<file path="config.mk">
export PLATFORM = sky130hd
export DESIGN_NAME = ps2_key_rx_flat
export DESIGN_NICKNAME = d
export VERILOG_FILES = /design/src/rtl/ps2_key_rx_if.sv /design/src/rtl/ps2_key_rx.sv /design/src/flat_wrapper.sv
export SDC_FILE = /design/constraint.sdc
export NUM_CORES = 1
export LEC_CHECK = 0
export BUFFER_PORTS_ARGS = -buffer_cell sky130_fd_sc_hd__buf_2
export CAP_MARGIN = 30
export CORE_ASPECT_RATIO = 1.2
export CORE_MARGIN = 2
export CORE_UTILIZATION = 30
export DETAILED_ROUTE_END_ITERATION = 8
export PLACE_DENSITY = 0.54
export SLEW_MARGIN = 5
export SYNTH_ARGS = -nofsm -noshare
export SYNTH_HDL_FRONTEND = slang
export SYNTH_SLANG_ARGS = --single-unit
</file>
<file path="constraint.sdc">
create_clock -name iCLK -period 3.5 [get_ports iCLK]
set_input_delay 0 -clock iCLK [delete_from_list [all_inputs] [get_ports iCLK]]
set_output_delay 0 -clock iCLK [all_outputs]
set_load 0.05 [all_outputs]
</file>
<file path="src/rtl/ps2_key_rx_if.sv">
// -----------------------------------------------------------------------------
// ps2_key_rx_if
// Key-event stream from the PS/2 receiver to the game core.
//   evt_valid  : head of the event FIFO holds an event
//   evt_ready  : consumer accepts the head event this cycle
//   evt_code   : scan code with E0/F0 prefixes stripped
//   evt_ext    : event was preceded by E0
//   evt_break  : event was preceded by F0 (key release)
// master = event producer (receiver), slave = event consumer (game core).
// -----------------------------------------------------------------------------
interface ps2_key_rx_if;
    logic       evt_valid;
    logic       evt_ready;
    logic [7:0] evt_code;
    logic       evt_ext;
    logic       evt_break;

    modport master (
        output evt_valid,
        output evt_code,
        output evt_ext,
        output evt_break,
        input  evt_ready
    );

    modport slave (
        input  evt_valid,
        input  evt_code,
        input  evt_ext,
        input  evt_break,
        output evt_ready
    );
endinterface

</file>
<file path="src/rtl/ps2_key_rx.sv">
// -----------------------------------------------------------------------------
// ps2_key_rx
// PS/2 keyboard receiver. Deglitches the raw PS/2 clock/data pins, deserialises
// 11-bit device-to-host frames, folds E0/F0 prefixes into single key events and
// buffers them in a first-word-fall-through FIFO with a valid/ready handshake.
//
// Ports:
//   iCLK       in   system clock (25 MHz video clock)
//   iRST_N     in   asynchronous active-low reset
//   iPS2_CLK   in   raw PS/2 clock pin (asynchronous)
//   iPS2_DAT   in   raw PS/2 data pin (asynchronous)
//   evt        if   event stream (master side), see ps2_key_rx_if
//   oFRAME_ERR out  one-cycle pulse: bad start/stop/parity bit or timeout
//   oOVERFLOW  out  one-cycle pulse: event dropped because the FIFO was full
// -----------------------------------------------------------------------------
module ps2_key_rx #(
    parameter int FILTER_LEN     = 4,      // 1..15 stable cycles to accept a change
    parameter int TIMEOUT_CYCLES = 50000,  // max idle cycles between bits in a frame
    parameter int FIFO_DEPTH     = 4       // power of 2, >= 2
) (
    input  logic            iCLK,
    input  logic            iRST_N,
    input  logic            iPS2_CLK,
    input  logic            iPS2_DAT,
    ps2_key_rx_if.master    evt,
    output logic            oFRAME_ERR,
    output logic            oOVERFLOW
);

    localparam int FW = 4;
    localparam int TW = $clog2(TIMEOUT_CYCLES + 1);
    localparam int AW = $clog2(FIFO_DEPTH);
    localparam int CW = AW + 1;

    localparam logic [1:0] ST_IDLE  = 2'd0;
    localparam logic [1:0] ST_SHIFT = 2'd1;
    localparam logic [1:0] ST_CHECK = 2'd2;

    // ------------------------------------------------------------------
    // Input conditioning: line 0 = PS/2 clock, line 1 = PS/2 data.
    // ------------------------------------------------------------------
    logic [1:0] pin_raw;
    logic [1:0] line_filt;

    assign pin_raw = {iPS2_DAT, iPS2_CLK};

    genvar gi;
    generate
        for (gi = 0; gi < 2; gi++) begin : g_line
            logic          sync1_reg;
            logic          sync2_reg;
            logic          filt_reg;
            logic [FW-1:0] fcnt_reg;

            // Bus idles high, so every stage resets to 1 to avoid a
            // spurious falling edge right after reset.
            always_ff @(posedge iCLK or negedge iRST_N) begin
                if (!iRST_N) begin
                    sync1_reg <= 1'b1;
                    sync2_reg <= 1'b1;
                    filt_reg  <= 1'b1;
                    fcnt_reg  <= '0;
                end else begin
                    sync1_reg <= pin_raw[gi];
                    sync2_reg <= sync1_reg;
                    // Count consecutive cycles of disagreement; any agreement
                    // restarts the count so short glitches are rejected.
                    if (sync2_reg == filt_reg) begin
                        fcnt_reg <= '0;
                    end else if (fcnt_reg == FW'(FILTER_LEN - 1)) begin
                        filt_reg <= sync2_reg;
                        fcnt_reg <= '0;
                    end else begin
                        fcnt_reg <= fcnt_reg + FW'(1);
                    end
                end
            end

            assign line_filt[gi] = filt_reg;
        end
    endgenerate

    logic clk_prev_reg;
    logic strobe_reg;

    always_ff @(posedge iCLK or negedge iRST_N) begin
        if (!iRST_N) begin
            clk_prev_reg <= 1'b1;
            strobe_reg   <= 1'b0;
        end else begin
            clk_prev_reg <= line_filt[0];
            strobe_reg   <= clk_prev_reg & ~line_filt[0];
        end
    end

    // ------------------------------------------------------------------
    // Frame FSM and prefix decoder
    // ------------------------------------------------------------------
    logic [1:0]    state_reg;
    logic [3:0]    bitcnt_reg;
    logic [10:0]   shift_reg;
    logic [TW-1:0] tcnt_reg;
    logic          ext_pend_reg;
    logic          brk_pend_reg;
    logic          frame_err_reg;

    logic [7:0]    rx_byte;
    logic          frame_good;
    logic          is_prefix;
    logic          push;
    logic [9:0]    push_data;

    assign rx_byte    = shift_reg[8:1];
    assign frame_good = ~shift_reg[0] & shift_reg[10] & (^shift_reg[9:1]);
    assign is_prefix  = (rx_byte == 8'hE0) || (rx_byte == 8'hF0);
    assign push       = (state_reg == ST_CHECK) && frame_good && !is_prefix;
    assign push_data  = {rx_byte, ext_pend_reg, brk_pend_reg};

    always_ff @(posedge iCLK or negedge iRST_N) begin
        if (!iRST_N) begin
            state_reg     <= ST_IDLE;
            bitcnt_reg    <= '0;
            shift_reg     <= '0;
            tcnt_reg      <= '0;
            ext_pend_reg  <= 1'b0;
            brk_pend_reg  <= 1'b0;
            frame_err_reg <= 1'b0;
        end else begin
            frame_err_reg <= 1'b0;
            case (state_reg)
                ST_IDLE: begin
                    if (strobe_reg) begin
                        shift_reg  <= {10'b0, line_filt[1]};
                        bitcnt_reg <= 4'd1;
                        tcnt_reg   <= '0;
                        state_reg  <= ST_SHIFT;
                    end
                end
                ST_SHIFT: begin
                    // A strobe wins over a coincident timeout.
                    if (strobe_reg) begin
                        shift_reg[bitcnt_reg] <= line_filt[1];
                        bitcnt_reg            <= bitcnt_reg + 4'd1;
                        tcnt_reg              <= '0;
                        if (bitcnt_reg == 4'd10) begin
                            state_reg <= ST_CHECK;
                        end
                    end else if (tcnt_reg == TW'(TIMEOUT_CYCLES)) begin
                        state_reg     <= ST_IDLE;
                        bitcnt_reg    <= '0;
                        tcnt_reg      <= '0;
                        frame_err_reg <= 1'b1;
                        ext_pend_reg  <= 1'b0;
                        brk_pend_reg  <= 1'b0;
                    end else begin
                        tcnt_reg <= tcnt_reg + TW'(1);
                    end
                end
                ST_CHECK: begin
                    state_reg  <= ST_IDLE;
                    bitcnt_reg <= '0;
                    tcnt_reg   <= '0;
                    if (frame_good) begin
                        if (rx_byte == 8'hE0) begin
                            ext_pend_reg <= 1'b1;
                        end else if (rx_byte == 8'hF0) begin
                            brk_pend_reg <= 1'b1;
                        end else begin
                            ext_pend_reg <= 1'b0;
                            brk_pend_reg <= 1'b0;
                        end
                    end else begin
                        frame_err_reg <= 1'b1;
                        ext_pend_reg  <= 1'b0;
                        brk_pend_reg  <= 1'b0;
                    end
                end
                default: begin
                    state_reg <= ST_IDLE;
                end
            endcase
        end
    end

    // ------------------------------------------------------------------
    // Event FIFO (first-word-fall-through)
    // ------------------------------------------------------------------
    logic [9:0]    mem [FIFO_DEPTH];
    logic [AW-1:0] wr_ptr_reg;
    logic [AW-1:0] rd_ptr_reg;
    logic [CW-1:0] count_reg;
    logic          overflow_reg;

    logic          fifo_valid;
    logic          fifo_full;
    logic          pop;
    logic          wr_en;
    logic [9:0]    head;

    assign fifo_valid = (count_reg != '0);
    assign fifo_full  = (count_reg == CW'(FIFO_DEPTH));
    assign pop        = fifo_valid & evt.evt_ready;
    // A full FIFO still accepts a push when the head leaves the same cycle.
    assign wr_en      = push & (~fifo_full | pop);
    assign head       = mem[rd_ptr_reg];

    always_ff @(posedge iCLK) begin
        if (wr_en) begin
            mem[wr_ptr_reg] <= push_data;
        end
    end

    always_ff @(posedge iCLK or negedge iRST_N) begin
        if (!iRST_N) begin
            wr_ptr_reg   <= '0;
            rd_ptr_reg   <= '0;
            count_reg    <= '0;
            overflow_reg <= 1'b0;
        end else begin
            overflow_reg <= push & fifo_full & ~pop;
            if (wr_en) begin
                wr_ptr_reg <= wr_ptr_reg + AW'(1);
            end
            if (pop) begin
                rd_ptr_reg <= rd_ptr_reg + AW'(1);
            end
            case ({wr_en, pop})
                2'b10:   count_reg <= count_reg + CW'(1);
                2'b01:   count_reg <= count_reg - CW'(1);
                default: count_reg <= count_reg;
            endcase
        end
    end

    // Payload is forced to 0 while empty so every output reads 0 in reset.
    assign evt.evt_valid = fifo_valid;
    assign evt.evt_code  = fifo_valid ? head[9:2] : 8'h00;
    assign evt.evt_ext   = fifo_valid & head[1];
    assign evt.evt_break = fifo_valid & head[0];
    assign oFRAME_ERR    = frame_err_reg;
    assign oOVERFLOW     = overflow_reg;

endmodule

</file>
<file path="src/flat_wrapper.sv">
// flat-port wrapper written by rule: the top's interface ports become plain ports
module ps2_key_rx_flat 
#(
    parameter int FILTER_LEN     = 4,                                               
    parameter int TIMEOUT_CYCLES = 50000,                                            
    parameter int FIFO_DEPTH     = 4                          
)
  (iCLK, iRST_N, iPS2_CLK, iPS2_DAT, oFRAME_ERR, oOVERFLOW, evt_evt_valid, evt_evt_code, evt_evt_ext, evt_evt_break, evt_evt_ready);
  ps2_key_rx_if evt_i ();
  input  logic iCLK;
  input  logic iRST_N;
  input  logic iPS2_CLK;
  input  logic iPS2_DAT;
  output logic oFRAME_ERR;
  output logic oOVERFLOW;
  output wire logic [$bits(evt_i.evt_valid)-1:0] evt_evt_valid;
  output wire logic [$bits(evt_i.evt_code)-1:0] evt_evt_code;
  output wire logic [$bits(evt_i.evt_ext)-1:0] evt_evt_ext;
  output wire logic [$bits(evt_i.evt_break)-1:0] evt_evt_break;
  input wire logic [$bits(evt_i.evt_ready)-1:0] evt_evt_ready;
  assign evt_evt_valid = evt_i.evt_valid;
  assign evt_evt_code = evt_i.evt_code;
  assign evt_evt_ext = evt_i.evt_ext;
  assign evt_evt_break = evt_i.evt_break;
  assign evt_i.evt_ready = evt_evt_ready;
  ps2_key_rx #(.FILTER_LEN(FILTER_LEN), .TIMEOUT_CYCLES(TIMEOUT_CYCLES), .FIFO_DEPTH(FIFO_DEPTH)) u_core (.iCLK(iCLK), .iRST_N(iRST_N), .iPS2_CLK(iPS2_CLK), .iPS2_DAT(iPS2_DAT), .evt(evt_i), .oFRAME_ERR(oFRAME_ERR), .oOVERFLOW(oOVERFLOW));
endmodule
</file>
* Word level (Yosys, flattened, before mapping)
Memories as Yosys holds them, arrays and structs flattened.
Index checks and enable logic that the tools add are counted.
W data, S select, Z words.
** Word-level totals
- Input port bits :: 5
- Memories kept :: 1
- Register bits after elaboration :: 60
- Output and inout port bits :: 13
- Memory bits (writable) :: 40
** Memory list
- u_core.mem :: depth 4, width 10, read ports 1, clocked after memory_dff 0, wr ports 1, RTL line ps2_key_rx.sv:188 : logic [9:0] mem [FIFO_DEPTH];
** Cells by class
- Order comparisons :: 2
- $add $sub $neg :: 8
- Equal/unequal tests :: 21
- Bitwise operators :: 16
- Reductions and logical operators :: 20
- Muxes and demuxes :: 41
** Operators by type and width (number)
- $mux W16 :: 3
- $pmux W16 S3 :: 1
- $mux W4 :: 7
- $mux W11 :: 2
- $pmux W11 S2 :: 1
- $add A16 B1 Y16 const B :: 1
- $eq A16 B16 Y1 const B :: 1
- $eq A8 B8 Y1 const B :: 2
- $mux W1 :: 14
- $add A4 B1 Y4 const B :: 3
- $pmux W4 S3 :: 1
- $bwmux W11 :: 1
- $and A1 B1 Y1 :: 9
- $reduce_and A3 Y1 :: 3
- $reduce_xor A9 Y1 :: 1
- $eq A4 B2 Y1 const B :: 2
- $mux W2 :: 4
- $mux W8 :: 1
- $reduce_and A4 Y1 :: 2
- $ne A2 B1 Y1 const B :: 3
- $ne A3 B3 Y1 const B :: 2
- $not A1 Y1 :: 6
- $pmux W1 S2 :: 3
- $pmux W3 S2 :: 1
- 23 further kinds :: 34

* Depth between registers and ports, before layout
- Depth in word-level cells :: 8
- Gate-level depth with buffers :: 9
- Gate-level depth less buffers :: 9

* Least setup slack after synthesis
No wires, ideal clock.
- Path type :: register to register
- Start point :: register u_core.shift_reg[5]
- End point :: register u_core.count_reg[2]
- Cell stages (with the launch flop) :: 10
- Required time :: 3.377 ns
- Setup slack :: 1.057 ns
- Data arrival time :: 2.321 ns
- Setup time :: 0.123 ns
- Cell sequence :: dfrtp_1 -> inv_1 -> ha_1 -> xnor3_1 -> xnor2_1 -> a31oi_1 -> fa_1 -> a311oi_1 -> a31oi_1 -> xnor2_1
** Between the ends
- Longest elaborated chain between the ends :: 7
** RTL lines
- start, declared :: RTL line ps2_key_rx.sv:101 : logic [10:0] shift_reg;
- start signal, assigned :: RTL line ps2_key_rx.sv:133 : shift_reg <= {10'b0, line_filt[1]};
- start signal, assigned by index :: RTL line ps2_key_rx.sv:142 : shift_reg[bitcnt_reg] <= line_filt[1];
- $reduce_xor A9 Y1 / $eq A8 B8 Y1 (equally long branches) :: RTL line ps2_key_rx.sv:114, ps2_key_rx.sv:115
- $and A1 B1 Y1 / $logic_or A1 B1 Y1 (equally long branches) :: RTL line ps2_key_rx.sv:114, ps2_key_rx.sv:115
- $logic_and A1 B1 Y1 / $logic_not A1 Y1 (equally long branches) :: RTL line ps2_key_rx.sv:116 : assign push = (state_reg == ST_CHECK) && frame_good && !is_prefix;
- $logic_and A1 B1 Y1 (*) :: RTL line ps2_key_rx.sv:116
- $and A1 B1 Y1 (*) :: RTL line ps2_key_rx.sv:204 : assign wr_en = push & (~fifo_full | pop);
- $eq A2 B1 Y1 / $eq A2 B2 Y1 (equally long branches) :: RTL line ps2_key_rx.sv:227 : case ({wr_en, pop})
- $pmux W3 S2 / $reduce_bool A2 Y1 (equally long branches)
- end signal, assigned :: RTL line ps2_key_rx.sv:228 : 2'b10: count_reg <= count_reg + CW'(1);
- end signal, assigned :: RTL line ps2_key_rx.sv:229 : 2'b01: count_reg <= count_reg - CW'(1);
- end signal, assigned :: RTL line ps2_key_rx.sv:230 : default: count_reg <= count_reg;
- end, declared :: RTL line ps2_key_rx.sv:191 : logic [CW-1:0] count_reg;
Every way passes the cells marked *; elsewhere a longest branch is shown, timed or not.
A chain may end at the register's enable or synchronous reset.

* Worst setup path in the final report
- Start point :: register u_core.shift_reg[5]
- End point :: memory u_core.mem[3][0], enable pin
** Between the ends
- Longest elaborated chain between the ends :: 7
** RTL lines
- $reduce_xor A9 Y1 / $eq A8 B8 Y1 (equally long branches) :: RTL line ps2_key_rx.sv:114, ps2_key_rx.sv:115
- $and A1 B1 Y1 / $logic_or A1 B1 Y1 (equally long branches) :: RTL line ps2_key_rx.sv:114, ps2_key_rx.sv:115
- $logic_and A1 B1 Y1 / $logic_not A1 Y1 (equally long branches) :: RTL line ps2_key_rx.sv:116
- $logic_and A1 B1 Y1 (*) :: RTL line ps2_key_rx.sv:116
- $and A1 B1 Y1 (*) :: RTL line ps2_key_rx.sv:204
- $mux W1 (*) :: RTL line ps2_key_rx.sv:208 : if (wr_en) begin
- $mux W1 (implied by the code) (*) :: RTL line ps2_key_rx.sv:209 : mem[wr_ptr_reg] <= push_data;
- end, declared :: RTL line ps2_key_rx.sv:188
Marks and branches as above.

==> results.json <==
{
  "cts_made_buffers": 9,
  "synth_top_family_by_area": "simple AND/OR/NAND/NOR gates",
  "wl_per_cell_um": 13.7,
  "grt_usage": 0.111,
  "first_global_vias": 2918,
  "timing.fmax_mhz": 368,
  "slowest_delay_ps": 530,
  "synth_compound_area_frac": 0.0688,
  "final_util": 0.349,
  "ir_drop_v": 0.000262,
  "start_util": 0.307,
  "drv_slew": 0,
  "power_density_nw_per_um2": 552,
  "grt_max_degree": 32,
  "crit_fanout": 10,
  "clock_sinks": 100,
  "yosysUniqueCellTypes": 48,
  "worstSkewPairLatency_ps": 350,
  "ant_nets": 0,
  "via_count": 2805,
  "synth_nets": 398,
  "synth-async-reset-ratio": 0.600,
  "drt-total-wl_um": 8320,
  "internal_power_mw": 2.03,
  "syn_inst": 371,
  "critPathArrivalTime_ps": 2700,
  "viasPerCell": 4.63,
  "cts_resized": 0,
  "synth-adder-area-share": 0.0610,
  "slew-limit-headroom": 0.495,
  "skew_ps": 7.07,
  "ys_seq_elements": 100,
  "cp_top_family": "simple AND/OR/NAND/NOR gates",
  "synth_xor_xnor_area_share": 0.0521,
  "largest_reg_flops": 40,
  "ys_seq_area_frac": 0.585,
  "max_slew.worst_pin.slew_ps": 752,
  "crit_type": "register to register",
  "worstPathCellList": "inv_1, ha_1, xnor3_1, xnor2_1, buf_4, and4_1, and2_1",
  "top_level_ports": 18,
  "end_kind": "register",
  "grt.overflow.total": 0,
  "die_w_um": 117,
  "place_congestion": 0.748,
  "core_area_um2": 15100,
  "yosys_warnings": 0,
  "power.switching_uw": 879,
  "critPathBufInv": 2,
  "cts_tree": "yes",
  "tns_ps": 0,
  "clock_path_buffers": 2,
  "drive_gt1_frac": 0.149,
  "swShare": 0.302,
  "fin_crit_sh": 0.777,
  "cts_setup_buffers": 0,
  "synth_edf_count": 40,
  "synth.avg_cell_area_um2": 12.5,
  "final.setup.worst_slack_ps": 782,
  "nets": 424,
  "cts_max_level": 3,
  "die_h_um": 140,
  "pwr-share-comb": 0.201,
  "cp_slowest_cell": "and2_1",
  "start_kind": "register",
  "finalSetupViolations": 0,
  "fin_crit_ps": 2720,
  "drt_pre_antenna_iters": 5,
  "layout.cells.non_filler": 606,
  "cts-root-buf": "clkbuf_16",
  "n_antenna_cell": 0,
  "drc": 0,
  "antenna_found_initial": 0,
  "syn_to_final_growth_pct": 13.6,
  "synthSimpleGateAreaFrac": 0.148,
  "drt-initial-drc-count": 123,
  "pre_cts_ws_ps": 769,
  "io_buffers": 17,
  "ys.flop_type": "dfrtp_1",
  "grt_setup_unrepaired": "no",
  "place_inst": 586,
  "clkPwrFrac": 0.314,
  "r2r_slack_ps": 780,
  "status": "complete, no violations",
  "maxCapViolCount": 0,
  "die_area_um2": 16500,
  "synth_mux_area_frac": 0.0580,
  "cp.required_ps": 3480,
  "core.rowCount": 49,
  "dp_hpwl_um": 5790,
  "hold_viol_final": 0,
  "cts.clk_slew.worst_paths_ps": 70,
  "sequentialPowerShare": 0.485,
  "grt_pass1_wl_um": 14400,
  "syn_area_um2": 4630,
  "hold_path_class": "input port to asynchronous set/reset pin",
  "leakagePower_nw": 2.16
}
synth_stat cells (14+ instances only):
cell | n | share of area
o21ai_0 | 20 | 0.022
and2_1 | 15 | 0.020
ha_1 | 21 | 0.057
xor2_1 | 15 | 0.028
a21oi_1 | 16 | 0.017
inv_1 | 19 | 0.015
nand2_1 | 30 | 0.024
nor2_1 | 21 | 0.017
dfrtp_1 | 53 | 0.29
nand3_1 | 14 | 0.015
edfxtp_1 | 40 | 0.26
kinds of logic after synthesis:
logic type | after synthesis
and+or+nand+nor | 126
DFF | 100
AOI/OAI and AO/OA | 54
buffers and inverters | 29
xor gates and xnor gates | 26
adders and majority gates | 22
muxes | 14
power by group through the flow:
stage	registers, mW	logic [mW]	clock network, mW
3_3_place_gp	1.43	0.581	0
6_report	1.41	0.584	0.913
2_1_floorplan	1.41	0.461	0
5_1_grt	1.43	0.668	0.992
3_5_place_dp	1.43	0.589	0
4_1_cts	1.41	0.596	0.946
layout make-up:
cell class | instances | area [um2]
fill | 1526 | 9820
sequential | 100 | 2710
multi-input combinational | 242 | 1800
tap | 204 | 255
clock buffer | 12 | 240
timing repair buffer | 25 | 155
inverter | 19 | 71.3
clock inverter | 4 | 28.8
metal layers:
| layer | GRT usage | up-vias | wire length [um] |
|---|---|---|---|
| met1 | 0.130 | 1383 | 3800 |
| met5 | 0 | - | 0 |
| met2 | 0.191 | 38 | 4100 |
| met4 | 0.0558 | 0 | 205 |
| li1 | - | 1370 | - |
| met3 | 0.0248 | 14 | 219 |
repair_timing:
item | 4_1_cts | 5_1_grt
endpoints found under the hold margin | 26 | 0
hold buffers | 4 | 0
setup endpoints to repair | 0 | 0
placed cells by master, fill, tap and decap left out, types with 7 or more instances in the layout:
cell       Yosys  routed
buf_2          2      17
mux4_2        10      10
dfstp_2        7       7
ha_1          21      21
and2_1        15      15
nand3_1       14      14
o21ai_0       20      20
inv_1         19      19
xnor2_1       10      10
clkbuf_16      0       9
nor2b_1        8       8
a21oi_1       16      16
dfrtp_1       53      53
nand2_1       30      30
nor2_1        21      21
edfxtp_1      40      40
xor2_1        15      15
per-stage QoR:
stage,total power [mW],cell area (um2),hold slack (ps)
after global placement,2.01,4950,74.6
final,2.91,5260,217
after global routing,3.09,5260,284
after CTS,2.95,5260,250
after detailed placement,2.02,4950,83.4
after floorplan,1.87,4630,-296
path summary, 6_finish.rpt:
kind                                                      startpoint  cells after the start                                   end
worst max-delay path                 u_core.shift_reg[5]$_DFFE_PN0P_                      7            u_core.mem[3][0]$_DFFE_PP_
min in group iCLK                                           iPS2_CLK                      2  u_core.g_line[0].sync1_reg$_DFF_PN1_
worst max register to register       u_core.shift_reg[5]$_DFFE_PN0P_                      7            u_core.mem[3][0]$_DFFE_PP_
worst min register to register  u_core.g_line[0].sync1_reg$_DFF_PN1_                      0  u_core.g_line[0].sync2_reg$_DFF_PN1_
max in group asynchronous                                     iRST_N                      3       u_core.shift_reg[9]$_DFFE_PN0P_
worst min-delay path                                          iRST_N                      2       u_core.tcnt_reg[10]$_DFFE_PN0P_
Note: power is estimated with default switching activity, not from simulation.
